## config.mk

```make
export PLATFORM = sky130hd
export DESIGN_NAME = ab_seq_ctrl
export DESIGN_NICKNAME = d
export VERILOG_FILES = /design/src/rtl/ab_ctrl_pkg.sv /design/src/rtl/ab_wdog.sv /design/src/rtl/ab_seq_ctrl.sv
export SDC_FILE = /design/constraint.sdc
export NUM_CORES = 1
export LEC_CHECK = 0
export CAP_MARGIN = 20
export CORE_MARGIN = 8
export CORE_UTILIZATION = 25
export CTS_CLUSTER_DIAMETER = 120
export DETAILED_ROUTE_END_ITERATION = 7
export DONT_BUFFER_PORTS = 1
export PLACE_DENSITY = 0.5
export SYNTH_ARGS = -nofsm -noshare
export SYNTH_HDL_FRONTEND = slang
export SYNTH_SLANG_ARGS = --single-unit
```

## constraint.sdc

```tcl
create_clock -name clock -period 2.05 [get_ports clock]
set_input_delay 0.41 -clock clock [delete_from_list [all_inputs] [get_ports clock]]
set_output_delay 0.41 -clock clock [all_outputs]
set_load 0.1 [all_outputs]
```

## src/rtl/ab_ctrl_pkg.sv

```systemverilog
// Shared definitions for the A/B register datapath sequencer:
// 3-bit state encoding and the B-input mux select values.
package ab_ctrl_pkg;

    localparam logic [2:0] ST_IDLE   = 3'd0;
    localparam logic [2:0] ST_LOAD_A = 3'd1;
    localparam logic [2:0] ST_WAIT_A = 3'd2;
    localparam logic [2:0] ST_XFER_B = 3'd3;
    localparam logic [2:0] ST_OUTPUT = 3'd4;
    localparam logic [2:0] ST_DONE   = 3'd5;
    localparam logic [2:0] ST_ERR    = 3'd6;

    typedef enum logic [2:0] {
        IDLE   = ST_IDLE,
        LOAD_A = ST_LOAD_A,
        WAIT_A = ST_WAIT_A,
        XFER_B = ST_XFER_B,
        OUTPUT = ST_OUTPUT,
        DONE   = ST_DONE,
        ERR    = ST_ERR
    } state_t;

    // B-input mux: 0 selects DinA, 1 selects register A
    localparam logic SEL_DIN = 1'b0;
    localparam logic SEL_A   = 1'b1;

endpackage

```

## src/rtl/ab_wdog.sv

```systemverilog
// WAIT_A watchdog for ab_seq_ctrl (only instantiated with AB_SEQ_TIMEOUT_EN).
// Counts consecutive enabled cycles after a clear; expire_o is high on the
// TIMEOUT_CYC-th enabled cycle. The count saturates at its limit.
module ab_wdog #(
    parameter int TIMEOUT_CYC = 8
) (
    input  logic clock,
    input  logic rst,
    input  logic clr_i,
    input  logic en_i,
    output logic expire_o
);

    localparam int CW = $clog2(TIMEOUT_CYC + 1);
    localparam logic [CW-1:0] LIMIT = CW'(TIMEOUT_CYC - 1);

    logic [CW-1:0] cnt_q, cnt_d;

    // Next count: clear wins, otherwise count enabled cycles up to the limit
    always_comb begin
        cnt_d = cnt_q;
        if (clr_i) begin
            cnt_d = '0;
        end else if (en_i && (cnt_q != LIMIT)) begin
            cnt_d = cnt_q + CW'(1);
        end
    end

    // Counter register with synchronous active-low reset
    always_ff @(posedge clock) begin
        if (!rst) begin
            cnt_q <= '0;
        end else begin
            cnt_q <= cnt_d;
        end
    end

    assign expire_o = en_i && (cnt_q == LIMIT);

endmodule

```

## src/rtl/ab_seq_ctrl.sv

```systemverilog
// Start/done handshaked sequencer for the 4-bit A/B register datapath.
// Each start runs ITER_COUNT passes of (load A, wait Astatus, transfer A->B),
// then pulses out_ctrl and done. Moore outputs decoded from the state only.
// Optional WAIT_A watchdog enabled by the macro AB_SEQ_TIMEOUT_EN.
module ab_seq_ctrl
    import ab_ctrl_pkg::*;
#(
    parameter int ITER_W      = 4,
    parameter int ITER_COUNT  = 3,
    parameter int TIMEOUT_CYC = 8
) (
    input  logic clock,
    input  logic rst,
    input  logic start,
    input  logic Astatus,
    output logic ALoad,
    output logic BLoad,
    output logic Muxsel,
    output logic out_ctrl,
    output logic busy,
    output logic done,
    output logic err
);

    localparam logic [ITER_W-1:0] LAST_PASS = ITER_W'(ITER_COUNT - 1);

    state_t            state_q, state_d;
    logic [ITER_W-1:0] pass_q, pass_d;
    logic              wd_expire;

`ifdef AB_SEQ_TIMEOUT_EN
    ab_wdog #(
        .TIMEOUT_CYC(TIMEOUT_CYC)
    ) u_wdog (
        .clock    (clock),
        .rst      (rst),
        .clr_i    (state_q == LOAD_A),
        .en_i     (state_q == WAIT_A),
        .expire_o (wd_expire)
    );
`else
    assign wd_expire = 1'b0;
    // TIMEOUT_CYC only shapes the watchdog; an illegal value builds nothing either way
    if (TIMEOUT_CYC < 1) begin : g_timeout_unused
    end
`endif

    // Next-state and pass counter update
    always_comb begin
        state_d = state_q;
        pass_d  = pass_q;
        case (state_q)
            IDLE: begin
                if (start) begin
                    state_d = LOAD_A;
                    pass_d  = '0;
                end
            end
            LOAD_A: state_d = WAIT_A;
            WAIT_A: begin
                // Astatus on the expiring cycle still proceeds to the transfer
                if (Astatus) begin
                    state_d = XFER_B;
                end else if (wd_expire) begin
                    state_d = ERR;
                end
            end
            XFER_B: begin
                if (pass_q == LAST_PASS) begin
                    state_d = OUTPUT;
                end else begin
                    pass_d  = pass_q + ITER_W'(1);
                    state_d = LOAD_A;
                end
            end
            OUTPUT:  state_d = DONE;
            DONE:    state_d = IDLE;
            ERR:     state_d = IDLE;
            default: state_d = IDLE;
        endcase
    end

    // State and pass counter registers with synchronous active-low reset
    always_ff @(posedge clock) begin
        if (!rst) begin
            state_q <= IDLE;
            pass_q  <= '0;
        end else begin
            state_q <= state_d;
            pass_q  <= pass_d;
        end
    end

    // Moore output decode from the state register only
    always_comb begin
        ALoad    = 1'b0;
        BLoad    = 1'b0;
        Muxsel   = SEL_DIN;
        out_ctrl = 1'b0;
        done     = 1'b0;
        err      = 1'b0;
        busy     = (state_q != IDLE);
        case (state_q)
            LOAD_A: ALoad = 1'b1;
            XFER_B: begin
                BLoad  = 1'b1;
                Muxsel = SEL_A;
            end
            OUTPUT: out_ctrl = 1'b1;
            DONE:   done = 1'b1;
`ifdef AB_SEQ_TIMEOUT_EN
            ERR:    err = 1'b1;
`endif
            default: ;
        endcase
    end

endmodule
```

Yosys cells after proc, flatten, opt, wreduce, memory -nomap -nowiden:

Index checks and enable logic that the tools add are counted.

* bits of input ports: 4
* word-level logic and storage cells: 28
* flip-flop bits (word level): 7
* output and inout port bits: 7

* reduce and logical (&&, ||, !) cells: 5
* equality and inequality tests: 9
* add/subtract/negate cells: 1
* muxes and demuxes: 11

Operators by type and width (number)
* 3-bit case mux with 5 select lines: 1
* 3-bit 2-to-1 mux: 3
* 4-bit 2-to-1 mux: 2
* 4-bit case mux with 2 select lines: 1
* 3-bit by 2-bit == test with 1-bit output, second input constant: 2
* 3-bit == test, second input constant: 2
* 2-bit != test, second input constant: 3
* 4-bit by 1-bit adder with 4-bit output, second input constant: 1
* 4-bit by 2-bit == test with 1-bit output, second input constant: 1
* 1-bit 2-to-1 mux: 4
* 3-bit by 1-bit == test with 1-bit output, second input constant: 1
* 3-bit zero test: 1
* 3-bit AND reduction: 1
* 3-bit nonzero test: 1
* 2-bit AND reduction: 1
* 2-bit nonzero test: 1

Depth between registers and ports, before layout:

Gate-level depths: netlist of run 1.

* depth after elaboration: 3
* depth in mapped cells: 5
* mapped depth without buffers: 5

Worst setup path after synthesis of run 1:

Ideal clock, no wire load.

* path kind: register -> output
* start point: register state_q[0]
* end point: output out_ctrl
* arrival: 2.688 ns
* required time: 1.640 ns
* path slack: -1.048 ns
* cell stages (with the launch flop): 3
* buffers on the path: 1
* cell sequence: dfxtp_1 > buf_2 > nor3b_1

* longest elaborated chain between the ends: 2

Ends and longest elaborated chain
* start: declaration: line ab_seq_ctrl.sv:27 `state_t state_q, state_d;`
* start signal: assignment: line ab_seq_ctrl.sv:89 `state_q <= state_d;`
* 3-bit == test: line ab_seq_ctrl.sv:103 `case (state_q)`
* 1-bit 2-to-1 mux: line ab_seq_ctrl.sv:103
* end: declaration: line ab_seq_ctrl.sv:19 `output logic out_ctrl,`

No other way between the ends.

Worst setup path in the final report of run 1:

* start point: register state_q[0]
* end point: output Muxsel

* longest elaborated chain between the ends: 2

Ends and longest elaborated chain
* 3-bit by 2-bit == test with 1-bit output
* 1-bit 2-to-1 mux
* end: declaration: line ab_seq_ctrl.sv:18 `output logic Muxsel,`

No other way between the ends.

==> flow_metrics.tcl, run 1 <==
set metrics [dict create \
    status "finished, final reports clean" \
    root_buffer "clkbuf_4" \
    grt-ovfl-total 0 \
    synth_area_um2 447 \
    min_period_ps 1860 \
    finalSetupViolations 0 \
    fin_ws_ps 191 \
    cts-htree-levels 1 \
    fin_nets 63 \
    die_w_um 58.3 \
    syn_to_final_growth_pct 29.7 \
    worstPathCellList "nand3b_1, clkinvlp_4, buf_12" \
    cts_setup_buffers 0 \
    drv_cap 0 \
    gr-usage-all-layers_pct 6.01 \
    dr.pass1.iters 4 \
    drv_slew 0 \
    end_kind "primary output" \
    wire_per_inst_um 11.2 \
    start_kind "flip-flop" \
    hold_violations 0 \
    die_h_um 58.3 \
    p_leak_nw 0.217 \
    hold_buffers 0 \
    crit_arrival_ps 1450 \
    cts.repair.resized 0 \
    via_per_inst 4.62 \
    drive_above_1_share_pct 32.1 \
    critPathLaunch "state_q[0]" \
    syn_nets 53 \
    cts_tree "yes" \
    fmax_ghz 0.538 \
    synthCells 47 \
    hp-start "rst" \
    vias 374 \
    pwr_density_cell_nw_per_um2 702 \
    place_inst 75 \
    rsz0062_at_grt "false" \
    antenna_found_initial 0 \
    synth-seq-cells 7 \
    pre_cts_slack_ps 320 \
    yosysWarnings 0 \
    dp_hpwl_um 703 \
    grt_pass1_wl_mm 1.58 \
    ys_types 27 \
    io_buffers 0 \
    drt-total-wl_um 908 \
    antenna_left 0 \
    stdcell_count 81 \
    grt_start_max_net_pins 11 \
    gp_congestion 0.707 \
    crit_slowest_cell "dfxtp_1" \
    ir_drop_mv 0.182 \
    io_pins 11 \
    rows 15 \
    dieArea_um2 3400 \
    finalClockSkew_ps 1.25 \
    drt_iter0_markers 7 \
    clockBufferDepth 2 \
    crit_type "flip-flop to primary output" \
    critPathRequiredTime_ps 1640 \
    grt_pass1_vias 347 \
    cpPeakStageDelay_ps 540 \
    start_util_pct 26.2 \
    timing.rr.start "state_q[2]" \
    clock_sinks 7 \
    numCtsBuffers 3 \
    clk_latency_ps 250 \
    hold_class "primary input to flip-flop" \
    syn_avg_cell_area_um2 9.50 \
    clkTransAtPathRegs_ps 50 \
    crit_fanout 10 \
    antenna_cells 0 \
    core_area_um2 1710 \
    period_share_pct 90.7 \
    fillers 176 \
    drc 0 \
    seq_area_frac_synth_pct 31.4 \
]
## metal layers
metal / wire (um) / part of all wire (%) / GRT usage (%)
met1: 458 / 50 / 7.38
met3: 43 / 4.7 / 2.87
met2: 382 / 42 / 8.35
met5: 0 / 0 / 0
met4: 24 / 2.6 / 3.15
## synth_stat cells
| master | number | share of area, % |
|---|---|---|
| conb_1 | 1 | 0.84 |
| nor3b_1 | 6 | 10 |
| inv_1 | 3 | 2.5 |
| nor2_1 | 1 | 0.84 |
| o22ai_1 | 1 | 1.4 |
| or3_1 | 2 | 2.8 |
| nand3b_1 | 1 | 1.7 |
| nor2b_1 | 1 | 1.4 |
| or4b_4 | 1 | 3.1 |
| o21ai_0 | 1 | 1.1 |
| a211o_1 | 1 | 2.0 |
| nand2_1 | 1 | 0.84 |
| a32o_1 | 2 | 4.5 |
| o21a_1 | 1 | 1.7 |
| o211a_1 | 1 | 2.2 |
| nand3_1 | 1 | 1.1 |
| xnor2_1 | 1 | 2.0 |
| dfxtp_1 | 7 | 31 |
| mux2_2 | 2 | 5.0 |
| mux2i_1 | 1 | 2.2 |
| buf_6 | 1 | 2.5 |
| buf_2 | 1 | 1.1 |
| buf_4 | 2 | 3.4 |
| a21boi_0 | 2 | 3.4 |
| ha_1 | 2 | 5.6 |
| and3b_1 | 1 | 2.0 |
| o211ai_1 | 2 | 3.4 |
## sequential cells by signal (all words and copies together), names as in the netlist
| signal | cells |
|---|---|
| state_q | 3 |
| pass_q | 4 |
## power breakdown
part / internal [mW] / switching [mW] / total (mW)
Sequential: 0.142 / 0.00938 / 0.151
Clock: 0.0742 / 0.0491 / 0.123
Combinational: 0.0410 / 0.0913 / 0.132
Total: 0.257 / 0.150 / 0.407
## kinds of logic (layout without fill, tap and decap cells)
kind of cell,after synthesis,after routing,synth area share (%)
muxes,3,3,7.28
other,1,1,0.840
xor gates and xnor gates,1,1,1.96
AOI/OAI and AO/OA,11,11,19.6
buffers and inverters,7,16,9.52
DFF,7,7,31.4
adders and majority gates,2,2,5.60
and+or+nand+nor,15,15,23.8
## layout make-up
type	instances	area (um2)	share of cell area, %
Multi-Input combinational cell	33	287	49.5
Sequential cell	7	140	24.2
Timing Repair Buffer	9	80.1	13.8
Tap cell	25	31.3	5.40
Clock buffer	4	26.3	4.54
Inverter	3	15.0	2.59
## stage by stage
step                      hold slack (ps)  power, mW  setup TNS [ps]  util (%)  cell area, um2
after global placement                521      0.284               0      31.5             538
after detailed placement              521      0.284               0      31.5             538
after global routing                  271      0.431               0      33.9             579
after CTS                             280      0.413               0      33.0             564
after floorplan                       494      0.266           -91.0         -             464
final                                 284      0.407               0      33.9             579
## path summary, 6_finish.rpt
path	cells past startpoint	endpoint	slack, ps
worst max-delay path	3	Muxsel	190
worst min-delay path	1	state_q[2]	280
worst max register to register	3	pass_q[3]	410
worst min register to register	1	pass_q[3]	530
## critical path, delay by kind of cell (launching register included)
kind                   cells  cell delay [ps]
buffers and inverters      2              400
flip-flops                 1              540
AND/OR/NAND/NOR            1              260
## cell usage in the layout, fill, tap and decap left out, drive strengths merged
master,synthesis,final
o21ai,1,1
xnor2,1,1
mux2,2,2
nor3b,6,6
clkinvlp,0,1
mux2i,1,1
o211ai,2,2
conb,1,1
nand2,1,1
clkbuf,0,4
nor2b,1,1
nand3,1,1
a32o,2,2
nor2,1,1
or4b,1,1
buf,4,9
or3,2,2
o211a,1,1
nand3b,1,1
o22ai,1,1
dfxtp,7,7
a211o,1,1
and3b,1,1
ha,2,2
o21a,1,1
a21boi,2,2
inv,3,2
Power figures use the tool's default switching activity.
==> run 2, diff against run 1 <==
--- a/config.mk
+++ b/config.mk
@@ -5,6 +5,7 @@
 export SDC_FILE = /design/constraint.sdc
 export NUM_CORES = 1
 export LEC_CHECK = 0
+export ABC_AREA = 1
 export CAP_MARGIN = 20
 export CORE_MARGIN = 8
 export CORE_UTILIZATION = 25
==> run 2 against run 1 <==
Clock skew grew 1.3 ps; combinational power grew 52%; count of clock-buffer cells in the layout is the same; flip-flop and latch count is the same.
==> flow_metrics.tcl, run 2 <==
set metrics [dict create \
    period_share_pct 84.3 \
    vias 420 \
    p_leak_nw 0.235 \
    ir_drop_mv 0.434 \
    gr-usage-all-layers_pct 6.53 \
    drv_slew 0 \
    cpPeakStageDelay_ps 410 \
    layout_commonest_cell "nand2_1" \
    dp_hpwl_um 828 \
    syn_avg_cell_area_um2 6.85 \
    synth-seq-cells 7 \
    yosysMostFrequentCell "nand2_1" \
    postSynth.asyncResetShare_pct 0 \
    synth_area_leaders "dfxtp_1, nand2_1, inv_1, nand3_1, ha_1" \
    synthCells 67 \
    grt-ovfl-total 0 \
    drt_iter0_markers 13 \
    status "finished, final reports clean" \
    drt-total-wl_um 981 \
    synth_area_um2 459 \
    rows 15 \
    die_w_um 58.9 \
    core_area_um2 1730 \
    antenna_left 0 \
    synth_ff_type "dfxtp_1" \
    cts_setup_buffers 0 \
    yosysTopAreaCell "dfxtp_1" \
    dieArea_um2 3460 \
    dr.pass1.iters 4 \
    io_buffers 0 \
    clockBufferDepth 2 \
    hold_ws_ps 329 \
    antenna_found_initial 0 \
    synthTopCellsByCount "nand2_1, inv_1, dfxtp_1" \
    drc 0 \
    seq_area_frac_synth_pct 30.5 \
    cp_num_buf_inv 2 \
    hold_violations 0 \
    min_period_ps 1730 \
    start_kind "flip-flop" \
    syn_to_final_growth_pct 23.7 \
    antenna_cells 0 \
    end_kind "primary output" \
    cts.repair.resized 0 \
    cts-htree-levels 1 \
    drive_above_1_share_pct 25.7 \
    finalSetupViolations 0 \
    numCtsBuffers 3 \
    setup-tns-final_ps 0 \
    most-common-layout-cells "nand2_1, inv_1, dfxtp_1" \
    ys_types 19 \
    synth.top_cell.area_share_pct 30.5 \
    clock_sinks 7 \
    drv_cap 0 \
    cp_top_family "buffers and inverters" \
    regMostFlops "pass_q" \
    yosysWarnings 0 \
    finalClockSkew_ps 2.56 \
    grt_start_max_net_pins 9 \
    largest_reg_flops 4 \
    die_h_um 58.9 \
    critPathRequiredTime_ps 1640 \
    synth_edf_count 0 \
    clkTransAtPathRegs_ps 50 \
    root_buffer "clkbuf_4" \
    start_util_pct 26.6 \
    fmax_ghz 0.579 \
    io_pins 11 \
    reg.largest.list "pass_q: 4 flops, state_q: 3 flops" \
    syn_nets 73 \
    hold_class "primary input to flip-flop" \
    crit_type "flip-flop to primary output" \
    pwr_density_cell_nw_per_um2 863 \
    crit_fanout 8 \
    clk_latency_ps 240 \
    crit_slowest_cell "dfxtp_1" \
    fin_nets 81 \
    via_per_inst 4.24 \
    worstPathCellList "inv_1, nand2_1, buf_4" \
    grt_pass1_wl_mm 1.66 \
    grt_pass1_vias 382 \
    crit_arrival_ps 1320 \
    gp_congestion 0.814 \
    cts_tree "yes" \
    rsz0062_at_grt "false" \
    hold_buffers 0 \
    wire_per_inst_um 9.91 \
]
==> run 2: cell types whose count changed in the layout (fill, tap and decap cells not counted), moves of 4 or more <==
cell,before,now
inv_1,2,10
nor3b_1,4,0
nand2_1,1,14
buf_4,8,4
nand3_1,1,6
a21oi_1,0,4
==> run 2: worst paths after layout <==
| kind | cells after the start | slack, ps | start | to |
|---|---|---|---|---|
| hold reg to reg | 2 | 490 | pass_q[3] | pass_q[3] |
| hold / removal | 2 | 330 | rst | pass_q[1] |
| setup reg to reg | 5 | 770 | state_q[0] | state_q[1] |
| setup / recovery | 3 | 320 | state_q[2] | busy |
==> run 2: logic make-up after synthesis <==
logic type / synth area share [%]
buffers and inverters: 11.4
AOI/OAI and AO/OA: 10.1
adders and majority gates: 5.45
DFF: 30.5
other: 0.817
and+or+nand+nor: 41.7
==> run 2: layout make-up <==
class	count	area, um2
well taps	25	31.3
clock buffers	4	26.3
inverters	10	37.5
repair buffers	5	50.0
fillers	213	1160
multi-input cells	48	283
flip-flops and latches	7	140
==> run 2: routing by layer <==
metal	GRT usage (%)	up-vias	share of wire (%)
li1	-	225	-
met1	7.62	185	48
met2	9.19	8	47
met3	0.652	2	2.0
met4	8.19	0	2.8
met5	0	-	0
==> run 2: metrics by stage <==
| stage | area [um2] | util [%] | total power, mW | std cells | worst slack [ps] |
|---|---|---|---|---|---|
| global placement | 542 | 31.4 | 0.374 | 95 | 607 |
| detailed placement | 542 | 31.4 | 0.375 | 95 | 588 |
| global route | 568 | 32.9 | 0.528 | 99 | 260 |
| floorplan | 464 | - | 0.337 | 67 | -155 |
| CTS | 568 | 32.9 | 0.499 | 99 | 321 |
| finish | 568 | 32.9 | 0.490 | 99 | 321 |
==> run 2: where the power goes <==
| part | total [mW] | switching (mW) | internal, mW |
|---|---|---|---|
| sequential | 0.170 | 0.0208 | 0.149 |
| combinational | 0.200 | 0.151 | 0.0498 |
| clock | 0.120 | 0.0457 | 0.0739 |
==> run 2: worst reg2reg max path, stage by stage (launching register included) <==
cell	delay, ps
dfxtp_1	490
nand2_1	150
nor2_2	100
buf_4	300
inv_1	70
a21oi_1	110
==> run 3, diff against run 2 <==
--- a/config.mk
+++ b/config.mk
@@ -12,7 +12,7 @@
 export CTS_CLUSTER_DIAMETER = 120
 export DETAILED_ROUTE_END_ITERATION = 7
 export DONT_BUFFER_PORTS = 1
-export PLACE_DENSITY = 0.5
+export PLACE_DENSITY = 0.52
 export SYNTH_ARGS = -nofsm -noshare
 export SYNTH_HDL_FRONTEND = slang
 export SYNTH_SLANG_ARGS = --single-unit
==> constraint.sdc (replaced) <==
create_clock -name clock -period 1.4 [get_ports clock]
set_input_delay 0.28 -clock clock [delete_from_list [all_inputs] [get_ports clock]]
set_output_delay 0.28 -clock clock [all_outputs]
set_load 0.1 [all_outputs]
==> run 3 against run 2 <==
Flip-flop and latch count stayed put; combinational power is 70% higher; sequential share of layout area shrank 1.9 points; highest routed layer unchanged; via count is 1.2% higher; global-route usage decreased by 0.26 points; clock power rose by 55%; total power rose by 60%; critical path type unchanged; critical path depth grew 1; largest power group unchanged; clock skew increased by 2.7 ps; register-to-register slack lost 540 ps; setup slack worse by 310 ps; sequential power increased by 51%.
==> flow_metrics.tcl, run 3 (synthesis gave the netlist of run 2 again) <==
set metrics [dict create \
    status "finished, final reports clean" \
    layout_commonest_cell "nand2_1" \
    min_period_ps 1390 \
    start_kind "flip-flop" \
    fin_util_pct 38.6 \
    antenna_left 0 \
    drc 0 \
    place_inst 96 \
    dieArea_um2 3460 \
    largest_reg_flops 4 \
    numCtsBuffers 3 \
    gp_congestion 0.728 \
    fin_nets 83 \
    p_leak_nw 0.272 \
    hold_class "primary input to flip-flop" \
    finalSetupViolations 0 \
    cpPeakStageDelay_ps 380 \
    grt_start_max_net_pins 9 \
    reg.largest.list "pass_q: 4 flops, state_q: 3 flops" \
    rows 15 \
    period_share_pct 99.1 \
    crit_type "flip-flop to primary output" \
    gr-usage-all-layers_pct 6.27 \
    dr.pass1.iters 4 \
    cts_tree "yes" \
    core_area_um2 1730 \
    end_kind "primary output" \
    clock_sinks 7 \
    most-common-layout-cells "nand2_1, inv_1, nand3_1" \
    drive_above_1_share_pct 38.2 \
    die_w_um 58.9 \
    crit_slowest_cell "dfxtp_4" \
    drv_slew 0 \
    ir_drop_mv 0.620 \
    antenna_cells 0 \
    start_util_pct 26.6 \
    finalClockSkew_ps 5.27 \
    antenna_found_initial 0 \
    grt-ovfl-total 0 \
    syn_to_final_growth_pct 45.0 \
    worstPathCellList "inv_2, nand2_2, nor2_4, buf_12" \
    cts-htree-levels 1 \
    drv_cap 0 \
    stdcell_count 101 \
    rsz0062_at_grt "true" \
    die_h_um 58.9 \
    regMostFlops "pass_q" \
    clkTransAtPathRegs_ps 60 \
    pwr_density_cell_nw_per_um2 1180 \
    critPathRequiredTime_ps 1120 \
    root_buffer "clkbuf_4" \
    via_per_inst 4.21 \
    io_buffers 0 \
    crit_fanout 6 \
    clk_latency_ps 250 \
    wire_per_inst_um 9.98 \
    fmax_ghz 0.721 \
    crit_arrival_ps 1110 \
    io_pins 11 \
    grt_pass1_vias 408 \
    hold_buffers 0 \
    clockBufferDepth 2 \
    dp_hpwl_um 757 \
    grt_pass1_wl_mm 1.70 \
    drt_iter0_markers 3 \
    vias 425 \
    drt-total-wl_mm 1.01 \
    hold_violations 0 \
]
-- run 3: cell types whose count changed in the layout (fill, tap and decap cells not counted), sizes merged --
| cell | change |
|---|---|
| buf | +2 |
-- run 3: final cells by class --
type | instances | area (um2)
flip-flops and latches | 7 | 151
inverters | 10 | 40.0
clock buffers | 4 | 26.3
well taps | 25 | 31.3
multi-input cells | 48 | 310
repair buffers | 7 | 106
fillers | 187 | 1060
-- run 3: layer usage --
metal | track usage, % | share of wire, % | vias up
met5 | 0 | 0 | -
met4 | 6.14 | 2.7 | 0
met3 | 0.435 | 3.0 | 2
met2 | 9.97 | 48 | 7
met1 | 7.13 | 46 | 187
li1 | - | - | 229
-- run 3: repair_timing --
action / CTS / global route
setup buffers: 1 / 0
pin swaps: 2 / 1
gates resized for setup: 3 / 6
endpoints found under the setup margin: 4 / 5
-- run 3: power by group --
| group | total (mW) | switching (mW) | internal [mW] |
|---|---|---|---|
| Clock | 0.186 | 0.0771 | 0.109 |
| Sequential | 0.256 | 0.0372 | 0.219 |
| Combinational | 0.340 | 0.234 | 0.107 |
-- run 3: through the flow --
stage	setup slack, ps	hold WS [ps]	setup TNS [ps]	instance area (um2)	total power [mW]
floorplan	-183	440	-1640	502	0.506
global placement	207	453	0	601	0.571
detailed placement	194	455	0	601	0.570
CTS	6.55	188	0	643	0.767
global route	-27.5	220	-77.6	666	0.827
finish	12.6	195	0	666	0.782
-- run 3: worst max-delay path: cells and delay by family, from the launching register on --
family / cells / cell delay [ps]
buffers and inverters: 2 / 250
and+or+nand+nor: 2 / 220
DFF: 1 / 380
-- run 3: worst paths after layout --
check	endpoint	from	slack, ps	cells after the start
setup / recovery	ALoad	state_q[1]	10	4
hold / removal	pass_q[1]	rst	200	2
setup reg to reg	pass_q[1]	state_q[0]	230	9
hold reg to reg	pass_q[3]	pass_q[3]	500	2
